**config.mk**
```make
export PLATFORM = sky130hd
export DESIGN_NAME = ibex_counter_wb_buffer
export DESIGN_NICKNAME = d
export VERILOG_FILES = /design/src/rtl/ibex_counter_wb_buffer.sv
export SDC_FILE = /design/constraint.sdc
export NUM_CORES = 1
export LEC_CHECK = 0
export CAP_MARGIN = 20
export CORE_UTILIZATION = 40
export DETAILED_ROUTE_END_ITERATION = 6
export HOLD_SLACK_MARGIN = 0.15
export PLACE_DENSITY = 0.78
export SYNTH_ARGS = -nofsm -noshare
export SYNTH_HDL_FRONTEND = slang
export SYNTH_SLANG_ARGS = --single-unit
```
**constraint.sdc**
```tcl
create_clock -name clk_i -period 4.3 [get_ports clk_i]
set_input_delay 0.645 -clock clk_i [delete_from_list [all_inputs] [get_ports clk_i]]
set_output_delay 0.645 -clock clk_i [all_outputs]
set_load 0.02 [all_outputs]
```
**src/rtl/ibex_counter_wb_buffer.sv**
```systemverilog
// Counter-result buffer feeding the writeback counter-unit write port in idle writeback cycles.
// Optional starvation drain request built when IBEX_COUNTER_WB_STARVE_EN is defined.
module ibex_counter_wb_buffer #(
    parameter int unsigned Depth       = 2,
    parameter int unsigned StarveLimit = 4
) (
    input  logic                       clk_i,
    input  logic                       rst_i,
    input  logic                       req_valid_i,
    output logic                       req_ready_o,
    input  logic [4:0]                 req_waddr_i,
    input  logic [31:0]                req_wdata_i,
    input  logic                       rf_we_core_i,
    output logic                       rf_we_counter_unit_o,
    output logic [31:0]                rf_wdata_counter_unit_o,
    output logic [4:0]                 rf_waddr_counter_unit_o,
    input  logic [4:0]                 hazard_raddr_a_i,
    input  logic [4:0]                 hazard_raddr_b_i,
    input  logic [4:0]                 hazard_waddr_i,
    output logic                       hazard_o,
    output logic                       drain_req_o,
    output logic [$clog2(Depth):0]     occupancy_o
);

    localparam int unsigned PtrW    = $clog2(Depth);
    localparam int unsigned OccW    = PtrW + 1;
    localparam int unsigned StarveW = 4;

    if (Depth < 2 || (Depth & (Depth - 1)) != 0) begin : g_bad_depth
        $error("Depth must be a power of two, 2 or larger");
    end
    if (StarveLimit < 1 || StarveLimit > 15) begin : g_bad_limit
        $error("StarveLimit must be in 1..15");
    end

    logic [PtrW-1:0] rd_ptr_q, rd_ptr_d, wr_ptr_q, wr_ptr_d;
    logic [OccW-1:0] occ_q, occ_d;
    logic [4:0]      addr_q [Depth];
    logic [4:0]      addr_d [Depth];
    logic [31:0]     data_q [Depth];
    logic [31:0]     data_d [Depth];
    logic            empty, full, enq, deq;
    logic [4:0]      ent_addr;
    logic            hazard;

    assign empty = (occ_q == '0);
    assign full  = (occ_q == OccW'(Depth));
    // Address-0 requests complete the handshake but are never stored.
    assign enq   = req_valid_i & ~full & (req_waddr_i != 5'd0);
    assign deq   = ~empty & ~rf_we_core_i;

    always_comb begin
        rd_ptr_d = rd_ptr_q;
        wr_ptr_d = wr_ptr_q;
        occ_d    = occ_q;
        addr_d   = addr_q;
        data_d   = data_q;
        if (enq) begin
            addr_d[wr_ptr_q] = req_waddr_i;
            data_d[wr_ptr_q] = req_wdata_i;
            wr_ptr_d         = wr_ptr_q + PtrW'(1);
        end
        if (deq) begin
            rd_ptr_d = rd_ptr_q + PtrW'(1);
        end
        case ({enq, deq})
            2'b10:   occ_d = occ_q + OccW'(1);
            2'b01:   occ_d = occ_q - OccW'(1);
            default: occ_d = occ_q;
        endcase
    end

    always_ff @(posedge clk_i or posedge rst_i) begin
        if (rst_i) begin
            rd_ptr_q <= '0;
            wr_ptr_q <= '0;
            occ_q    <= '0;
            for (int unsigned i = 0; i < Depth; i++) begin
                addr_q[i] <= '0;
                data_q[i] <= '0;
            end
        end else begin
            rd_ptr_q <= rd_ptr_d;
            wr_ptr_q <= wr_ptr_d;
            occ_q    <= occ_d;
            addr_q   <= addr_d;
            data_q   <= data_d;
        end
    end

    // Hazard scan covers only entries already stored, oldest first from the read pointer.
    always_comb begin
        hazard   = 1'b0;
        ent_addr = '0;
        for (int unsigned i = 0; i < Depth; i++) begin
            if (OccW'(i) < occ_q) begin
                ent_addr = addr_q[rd_ptr_q + PtrW'(i)];
                if (((hazard_raddr_a_i != 5'd0) && (ent_addr == hazard_raddr_a_i)) ||
                    ((hazard_raddr_b_i != 5'd0) && (ent_addr == hazard_raddr_b_i)) ||
                    ((hazard_waddr_i   != 5'd0) && (ent_addr == hazard_waddr_i))) begin
                    hazard = 1'b1;
                end
            end
        end
    end

    assign hazard_o                = hazard;
    assign req_ready_o             = ~full;
    assign occupancy_o             = occ_q;
    assign rf_we_counter_unit_o    = deq;
    assign rf_waddr_counter_unit_o = empty ? 5'd0  : addr_q[rd_ptr_q];
    assign rf_wdata_counter_unit_o = empty ? 32'd0 : data_q[rd_ptr_q];

`ifdef IBEX_COUNTER_WB_STARVE_EN
    logic [StarveW-1:0] starve_q, starve_d;

    // Counts consecutive cycles the head is blocked by core writes, saturating at the limit.
    always_comb begin
        starve_d = starve_q;
        if (empty || deq) begin
            starve_d = '0;
        end else if (rf_we_core_i && (starve_q != StarveW'(StarveLimit))) begin
            starve_d = starve_q + StarveW'(1);
        end
    end

    always_ff @(posedge clk_i or posedge rst_i) begin
        if (rst_i) begin
            starve_q <= '0;
        end else begin
            starve_q <= starve_d;
        end
    end

    assign drain_req_o = ~empty & (starve_q == StarveW'(StarveLimit));
`else
    assign drain_req_o = 1'b0;
`endif

endmodule

```
==> metrics.md, run 1 <==
| Metric | Value |
|---|---|
| Most used cell along the critical path | or4_1 |
| Crit path DAT | 3240 ps |
| Reg2Reg Capture Point | data_q[62] |
| Worst Setup SP | rd_ptr_q |
| R2R setup slack | 2040 ps |
| Final hold violations | 0 |
| RR Startpoint | occupancy_o[0] |
| Share of layout cells above drive strength 1 | about a quarter |
| Clock skew | ~11 ps |
| Period utilization | 90.25% |
| Synthesized net count | 378 |
| Detail Placement HPWL | 6003 um |
| Kind of critical path | flop to output pin |
| Unrepaired setup endpoints after global routing | no |
| Vias in the first global route | 2913 |
| Clk pin slew, worst setup/hold paths | approximately 80 ps |
| Minimum clock period | 3881 ps |
| Pin count of the biggest net entering global routing | 51 |
| Vias per cell | 4.993 |
| GR Overflow Total | 0 |
| CP max stage delay | between 700 and 800 ps |
| WL met1 | 3944 um |
| Postcts setup bufs | 0 |
| Met2 WL | 4085 um |
| Cell variety after synth | 27 |
| Antenna Cells | 0 |
| CTS resizes | 0 |
| Post-synthesis register bit count | 78 |
| PD cells | 858.7 nW/um^2 |
| R2R cell count | 7 |
| Gate Count Post-Synth | 318 |
| H-tree Lvls | 3 |
| Commonest non-fill, non-tap cell in the layout | clkdlybuf4s50_1 |
| Max clock buf depth | 2 |
| Number of max-cap violations | 0 |
| Setup crit end | hazard_o |
| Pre-antenna DRT Iters | 4 |
| CTS Root Cell | clkbuf_8 |
| Critical Path RT | 3650 ps |
| Peak VDD IR | 0.4576 mV |
| Skew-Pair Late Insertion Delay | 340 ps |
| Final hold slack | ~500 ps |
| Iteration-0 DRC Markers | approximately 70 |
| Sequential fraction of the synthesis area | approximately 50% |
| Number of antenna violations at the first check in global routing | 0 |
| Final setup viols | 0 |
| Post-synth top area cell | dfrtp_1 |
| Commonest non-fill, non-tap cells in the layout | 97 x clkdlybuf4s50_1, 77 x dfrtp_1, 72 x mux2_2, 41 x nor2_1, 39 x mux2i_1 |
| Outcome | completed |
| Crit. End Element | output pin |
| Mapped Area | 3995 um^2 |
| Worst-path cell chain | mux2i_1, xor2_1, nand4_1, or4_1, o41ai_1, or4_1, clkdlybuf4s50_1 |
| Post-synth top area share | roughly half |
| Final ANT Viol Nets | 0 |
| Area delta synth->final | 33.92% |
| Critical path depth | 7 |
| Synth area leaders | dfrtp_1 49%, mux2_2 20%, mux2i_1 9.8%, xor2_1 5.5%, nor2_1 3.9% |
| Total CTS buffers | 9 |
| Crit-path max FO | 18 |
| Num rows | 36 |
| CTS tree | done |
| Clk sinks | 78 |
| DR WL met3 | 432 um |
| Slowest stage cell on the critical path | dfrtp_2 |
| Fmax | 257.7 MHz |
| Max_slew headroom | between 40% and 50% |
| First-pass GRT wire length | 14300 um |
| Starting density of the core | 41.06% |
| DR WL/cell | 15.39 um |
| Residual DRC | 0 |
| Worst slew pin tran | 850.0 ps |
| Final WL | ~8500 um |
| DR top layer | met4 |
| Via Count | 2771 |
| Die height | 101.9 um |
| Yosys warning total | 0 |
| Die Footprint | 10390 um^2 |
| Setup TNS | 0 ps |
| Syn_area_per_cell | 12.56 um^2 |
| Io pins | slightly below 100 |
| Overall power | 4.594 mW |
| WP buf/inv | 1 |
| Fin area | 5350 um^2 |
| Core Region | 9729 um^2 |
| Routability cong. | 0.7855 |
| Post-Place Cell Area | 5114 um^2 |
| Number of port buffers | 97 |
| LEAKAGE | 2.287 nW |
| Worst path top cell family by delay | simple AND/OR/NAND/NOR gates |
| Die extent in x | 101.9 um |
| Hold crit path type | flop to flop |
| Fin. max-slew vios | 0 |
| Post-CTS Hold Fix Bufs | 0 |
| CP Launch Type | flop |
| Total track usage | 17.84% |
| Nets@finish | 477 |
-- worst min path at each step --
| stage | startpoint | endpoint | slack (ps) | cells past startpoint |
|---|---|---|---|---|
| floorplan | data_q[45] | data_q[45] | 460 | 1 |
| global placement | data_q[45] | data_q[45] | 470 | 1 |
| detailed placement | data_q[45] | data_q[45] | 480 | 1 |
| CTS | data_q[45] | data_q[45] | 500 | 1 |
| global route | data_q[3] | data_q[3] | 520 | 1 |
| finish | data_q[45] | data_q[45] | 500 | 1 |
-- registers in the layout, indices dropped and copies added, names as in the netlist --
name and count:
rd_ptr_q 1, addr_q 10, data_q 64, wr_ptr_q 1
occupancy_o 2
-- logic make-up after synthesis --
| family | count (synthesis) | share of synthesized area [%] |
|---|---|---|
| AOI/OAI and AO/OA | 4 | 0.8768 |
| xor gates and xnor gates | 34 | 7.454 |
| adders and majority gates | 4 | 1.253 |
| buffers and inverters | 21 | 2.818 |
| DFF | 78 | 48.86 |
| muxes | 116 | 31.66 |
| other | 1 | 0.09387 |
| and+or+nand+nor | 60 | 6.984 |
-- layout make-up --
cell class / instances / area (um^2)
Fill cell: 878 / 4379
Sequential cell: 78 / 1953
Multi-Input combinational cell: 219 / 1938
Timing Repair Buffer: 104 / 1036
Tap cell: 133 / 166.4
Clock buffer: 10 / 127.6
Clock inverter: 6 / 108.9
Inverter: 5 / 20.02
-- power breakdown --
| part | switching (mW) | internal (mW) | total (mW) |
|---|---|---|---|
| Clock | 0.260 | 0.386 | 0.646 |
| Combinational | 1.25 | 1.33 | 2.58 |
| Sequential | 0.249 | 1.11 | 1.36 |
-- metal layers --
| layer | GRT usage [%] | vias to the layer above |
|---|---|---|
| met1 | 23.50 | 1378 |
| met5 | 0 | - |
| met3 | 4.378 | 10 |
| li1 | - | 1307 |
| met2 | 29.78 | 76 |
| met4 | 4.176 | 0 |
-- cell usage after synthesis --
master,n
buf_1,6
buf_2,3
buf_4,4
buf_6,2
clkbuf_1,1
conb_1,1
dfrtp_1,78
ha_1,4
inv_1,4
inv_2,1
mux2_1,2
mux2_2,72
mux2i_1,39
mux2i_2,3
nand2_1,1
nand2_2,1
nand2b_1,1
nand4_1,6
nor2_1,41
nor2_2,1
nor4_1,2
o211ai_2,1
o21ai_0,1
o41ai_1,2
or4_1,7
xnor2_1,9
xor2_1,25
-- per-stage QoR --
stage                     std cells  setup slack [ps]  util, %
after floorplan                 318              1612        -
after global placement          539             663.7    52.56
after detailed placement        539             647.3    52.56
after CTS                       555             393.6    54.99
after global routing            555             244.1    54.99
final                           555             419.2    54.99
Power figures use the tool's default switching activity.
==> run 2: changes to the inputs <==
--- a/config.mk
+++ b/config.mk
@@ -5,11 +5,11 @@
 export SDC_FILE = /design/constraint.sdc
 export NUM_CORES = 1
 export LEC_CHECK = 0
-export CAP_MARGIN = 20
-export CORE_UTILIZATION = 40
+export CAP_MARGIN = 0
+export CORE_UTILIZATION = 35
 export DETAILED_ROUTE_END_ITERATION = 6
 export HOLD_SLACK_MARGIN = 0.15
-export PLACE_DENSITY = 0.78
+export PLACE_DENSITY = 0.71
 export SYNTH_ARGS = -nofsm -noshare
 export SYNTH_HDL_FRONTEND = slang
 export SYNTH_SLANG_ARGS = --single-unit
==> metrics.md, run 2 (synthesis results as in run 1) <==
| Metric | Value |
|---|---|
| Residual DRC | 0 (unchanged) |
| Post-CTS Hold Fix Bufs | 0 (unchanged) |
| Clk pin slew, worst setup/hold paths | 60 ps (was 80 ps) |
| Crit-path max FO | 14 (was 18) |
| Area delta synth->final | 36.96% (was 33.92%) |
| Number of port buffers | 97 (unchanged) |
| Max reg flops | 64 (unchanged) |
| H-tree Lvls | 3 (unchanged) |
| Max_slew headroom | 46.93% (was 43.27%) |
| Postcts setup bufs | 0 (unchanged) |
| CTS tree | done (unchanged) |
| Critical Path RT | 3650 ps (about the same) |
| Crit path DAT | 3240 ps (about the same) |
| Max clock buf depth | 2 (unchanged) |
| Final setup viols | 0 (unchanged) |
| Nets@finish | 479 (was 477) |
| Peak VDD IR | 0.3814 mV (was 0.4576 mV) |
| GR Overflow Total | 0 (unchanged) |
| Share of layout cells above drive strength 1 | 24.59% (was 24.64%) |
| Final WL | 8823 um (was 8541 um) |
| Total track usage | 15.79% (was 17.84%) |
| Io pins | 99 (unchanged) |
| First-pass GRT wire length | 14410 um (was 14300 um) |
| Die extent in x | 108.8 um (was 101.9 um) |
| Number of antenna violations at the first check in global routing | 0 (unchanged) |
| Iteration-0 DRC Markers | 111 (was 72) |
| Final core utilization | 49.82% (was 54.99%) |
| Minimum clock period | 3889 ps (was 3881 ps) |
| DR WL/cell | 15.67 um (was 15.39 um) |
| Starting density of the core | 36.38% (was 41.06%) |
| Kind of critical path | flop to output pin (unchanged) |
| Total CTS buffers | 9 (unchanged) |
| R2R cell count | 7 (unchanged) |
| Die Footprint | 11850 um^2 (was 10390 um^2) |
| CTS Root Cell | clkbuf_16 (was clkbuf_8) |
| Outcome | completed (unchanged) |
| Hold crit path type | flop to flop (unchanged) |
| Detail Placement HPWL | 6149 um (was 6003 um) |
| Vias in the first global route | 3034 (was 2913) |
| Setup TNS | 0 ps (unchanged) |
| Pre-antenna DRT Iters | 4 (unchanged) |
| LEAKAGE | 2.335 nW (was 2.287 nW) |
| CTS resizes | 0 (unchanged) |
| Num rows | 38 (was 36) |
| Via Count | 2785 (was 2771) |
| Most flops, register | data_q (unchanged) |
| Final hold violations | 0 (unchanged) |
| Hold Path Stages | 1 (unchanged) |
| Skew-Pair Late Insertion Delay | 330 ps (was 340 ps) |
| Number of max-cap violations | 0 (unchanged) |
| Routability cong. | 0.8411 (was 0.7855) |
| Final hold slack | 483.6 ps (was 497.2 ps) |
| Core Region | 10980 um^2 (was 9729 um^2) |
| Fmax | 257.1 MHz (was 257.7 MHz) |
| Clk sinks | 78 (unchanged) |
| Crit. End Element | output pin (unchanged) |
| PD cells | 878.2 nW/um^2 (was 858.7 nW/um^2) |
| Final ANT Viol Nets | 0 (unchanged) |
| Period utilization | 90.44% (was 90.25%) |
| Commonest non-fill, non-tap cell in the layout | clkdlybuf4s50_1 (unchanged) |
| Vias per cell | 4.947 (was 4.993) |
| Clock skew | 4.413 ps (was 11.01 ps) |
| Commonest non-fill, non-tap cells in the layout | 97 x clkdlybuf4s50_1, 77 x dfrtp_1, 72 x mux2_2, 41 x nor2_1, 39 x mux2i_1 (unchanged) |
| CP Launch Type | flop (unchanged) |
| Unrepaired setup endpoints after global routing | no (unchanged) |
| Die height | 108.8 um (was 101.9 um) |
| Overall power | 4.805 mW (was 4.594 mW) |
| Pin count of the biggest net entering global routing | 47 (was 51) |
| Fin. max-slew vios | 0 (unchanged) |
| Worst slew pin tran | 795.1 ps (was 850.0 ps) |
| Antenna Cells | 0 (unchanged) |
## run 2: final cells by class
class / instances / area, um^2
clock buffer: 12 / 256.5
clock inverter: 3 / 67.56
fill: 981 / 5512
inverter: 5 / 20.02
multi-input combinational: 219 / 1936
sequential: 78 / 1953
tap: 140 / 175.2
timing repair buffer: 106 / 1064
## run 2: per-layer routing
metal	vias to the layer above	global-route usage (%)	part of all wire, %
met1	1400	18.11	42
met3	12	3.825	5.3
li1	1309	-	-
met2	64	28.48	51
met4	0	5.502	1.3
met5	-	0	0
## run 2: final timing paths
kind / start / slack, ps / end
worst max-delay path: rd_ptr_q / 410 / hazard_o
worst min-delay path: data_q[45] / 480 / data_q[45]
worst max register to register: occupancy_o[0] / 2060 / data_q[50]
worst min register to register: data_q[45] / 480 / data_q[45]
max in group asynchronous: rst_i / 2640 / data_q[57]
min in group asynchronous: rst_i / 770 / data_q[50]
## run 2: report_power, final
| part | internal (mW) | total [mW] | switching, mW |
|---|---|---|---|
| clock | 0.537 | 0.818 | 0.281 |
| sequential | 1.12 | 1.35 | 0.230 |
| combinational | 1.36 | 2.64 | 1.28 |
## run 2: critical path: stages (launching register included)
cell and delay, ps:
dfrtp_2 560, buf_4 350, mux2i_1 220, buf_4 160, xor2_1 150, nand4_1 100
or4_1 520, o41ai_1 90, or4_1 170, clkdlybuf4s50_1 590
## run 2: metrics by stage
step,cell area (um^2),std cells,setup slack (ps)
finish,5472,563,410.9
global route,5472,563,257.5
floorplan,3995,318,1612
CTS,5472,563,386.8
global placement,5147,548,635.1
detailed placement,5147,548,621.2
==> run 3: changes to the inputs <==
--- a/config.mk
+++ b/config.mk
@@ -6,6 +6,7 @@
 export NUM_CORES = 1
 export LEC_CHECK = 0
 export CAP_MARGIN = 0
+export CORE_MARGIN = 2
 export CORE_UTILIZATION = 35
 export DETAILED_ROUTE_END_ITERATION = 6
 export HOLD_SLACK_MARGIN = 0.15
==> metrics.md, run 3 (synthesis results as in run 1) <==
| Metric | Value |
|---|---|
| Outcome | completed (unchanged) |
| H-tree Lvls | 3 (unchanged) |
| GR Util met2 | 25.44% (was 28.48%) |
| Met3 Usage GRT | 4.265% (was 3.825%) |
| Fmax | 262.3 MHz (was 257.1 MHz) |
| Skew-Pair Late Insertion Delay | 320 ps (was 330 ps) |
| Crit path DAT | 3170 ps (was 3240 ps) |
| Total track usage | 15.15% (was 15.79%) |
| Max reg flops | 64 (unchanged) |
| Iteration-0 DRC Markers | 102 (was 111) |
| First-pass GRT wire length | 14970 um (was 14410 um) |
| Area delta synth->final | 35.36% (was 36.96%) |
| Clock skew | 6.558 ps (was 4.413 ps) |
| Starting density of the core | 35.44% (was 36.38%) |
| Unrepaired setup endpoints after global routing | no (unchanged) |
| Number of max-cap violations | 0 (unchanged) |
| DR WL/cell | 15.94 um (was 15.67 um) |
| CTS resizes | 0 (unchanged) |
| Hold Path Stages | 1 (unchanged) |
| Vias in the first global route | 2957 (was 3034) |
| Hold path startpoint | data_q[7] (was data_q[45]) |
| Final hold violations | 0 (unchanged) |
| Final WL | 8990 um (was 8823 um) |
| Postcts setup bufs | 0 (unchanged) |
| LEAKAGE | 2.305 nW (was 2.335 nW) |
| Share of layout cells above drive strength 1 | 24.23% (was 24.59%) |
| Die extent in x | 110.8 um (was 108.8 um) |
| Post-route insts no fill | 564 (was 563) |
| CTS Root Cell | clkbuf_16 (unchanged) |
| RR Startpoint | occupancy_o[0] (unchanged) |
| Final setup viols | 0 (unchanged) |
| GRT busiest layer | met2 (unchanged) |
| Max clock buf depth | 2 (unchanged) |
| Post-CTS Hold Fix Bufs | 0 (unchanged) |
| R2R setup slack | 1950 ps (was 2060 ps) |
| CTS tree | done (unchanged) |
| Number of port buffers | 97 (unchanged) |
| Crit-path max FO | 12 (was 14) |
| Pre-antenna DRT Iters | 4 (unchanged) |
| Critical Path RT | 3650 ps (about the same) |
| Routability cong. | 0.8912 (was 0.8411) |
| Crit. End Element | output pin (unchanged) |
| Nets@finish | 477 (was 479) |
| Setup TNS | 0 ps (unchanged) |
| Vias per cell | 4.883 (was 4.947) |
| Io pins | 99 (unchanged) |
| Final ANT Viol Nets | 0 (unchanged) |
| Final hold slack | 489.0 ps (was 483.6 ps) |
| Hold crit path type | flop to flop (unchanged) |
| Worst Hold End | data_q[7] (was data_q[45]) |
| Num rows | 39 (was 38) |
| Period utilization | 88.68% (was 90.44%) |
| Pin count of the biggest net entering global routing | 48 (was 47) |
| Antenna Cells | 0 (unchanged) |
| Met1 usage | 18.78% (was 18.11%) |
| Placed Cells | 549 (was 548) |
| Minimum clock period | 3813 ps (was 3889 ps) |
| PD cells | 867.4 nW/um^2 (was 878.2 nW/um^2) |
| Detail Placement HPWL | 6294 um (was 6149 um) |
| Fin. max-slew vios | 0 (unchanged) |
| Clk pin slew, worst setup/hold paths | 60 ps (about the same) |
| Commonest non-fill, non-tap cell in the layout | clkdlybuf4s50_1 (unchanged) |
| Most flops, register | data_q (unchanged) |
| Die Footprint | 12290 um^2 (was 11850 um^2) |
| Max_slew headroom | 45.15% (was 46.93%) |
| Via Count | 2754 (was 2785) |
| Core Region | 11270 um^2 (was 10980 um^2) |
| Clk sinks | 78 (unchanged) |
| Worst slew pin tran | 821.8 ps (was 795.1 ps) |
| Die height | 110.8 um (was 108.8 um) |
| CP Launch Type | flop (unchanged) |
| Kind of critical path | flop to output pin (unchanged) |
| Number of antenna violations at the first check in global routing | 0 (unchanged) |
| Commonest non-fill, non-tap cells in the layout | 97 x clkdlybuf4s50_1, 77 x dfrtp_1, 72 x mux2_2, 41 x nor2_1, 39 x mux2i_1 (unchanged) |
| Reg2Reg Capture Point | data_q[52] (was data_q[50]) |
| Residual DRC | 0 (unchanged) |
| R2R cell count | 7 (unchanged) |
| Total CTS buffers | 9 (unchanged) |
| Peak VDD IR | 0.3929 mV (was 0.3814 mV) |
| GR Overflow Total | 0 (unchanged) |
==> run 3: changes by cell type in the layout (fill, tap and decap cells not counted), sizes merged <==
| cell | delta |
|---|---|
| clkinv | +3 |
| buf | -2 |
| bufinv | -1 |
| clkbuf | -1 |
| clkinvlp | -1 |
==> run 3: worst max path at each step <==
stage          slack (ps)  cells after the start           startpoint        to
6_report              490                      8             rd_ptr_q  hazard_o
5_1_grt               330                      8             rd_ptr_q  hazard_o
4_1_cts               480                      8             rd_ptr_q  hazard_o
3_5_place_dp          600                      7  hazard_raddr_b_i[1]  hazard_o
3_3_place_gp          650                      7  hazard_raddr_b_i[1]  hazard_o
2_1_floorplan        1610                      5  hazard_raddr_b_i[1]  hazard_o
==> run 3: routing by layer <==
metal,share of wire (%),up-vias
met3,5.2,13
met2,49,79
met4,1.7,0
met5,0,-
li1,-,1309
met1,45,1353
==> run 3: metrics by stage <==
stage          power [mW]  worst slack, ps  instance area, um^2  utilization [%]
6_report            4.690            486.9                 5408            47.97
2_1_floorplan       3.023             1612                 3995                -
3_3_place_gp        3.954            651.9                 5126            45.48
3_5_place_dp        4.017            603.1                 5126            45.48
5_1_grt             4.993            328.9                 5408            47.97
4_1_cts             4.762            480.0                 5408            47.97
==> run 3: power breakdown <==
part           internal, mW  switching [mW]  leakage, nW
clock network         0.445           0.270        0.139
registers              1.12           0.224        0.916
logic                  1.34            1.30         1.25
total                  2.90            1.79         2.31
==> run 3: area by class of cell <==
cell class	count	area (um^2)
repair buffers	104	1036
multi-input cells	219	1938
clock inverters	4	48.80
inverters	5	20.02
clock buffers	11	232.7
fillers	1031	5864
flip-flops and latches	78	1953
well taps	143	178.9
==> run 3: critical path: stages, from the launching register on <==
cell             delay, ps
dfrtp_2                530
buf_4                  310
mux2i_2                390
xor2_1                 180
nand4_1                 90
or4_1                  510
o41ai_1                 80
or4_1                  170
clkdlybuf4s50_1        590
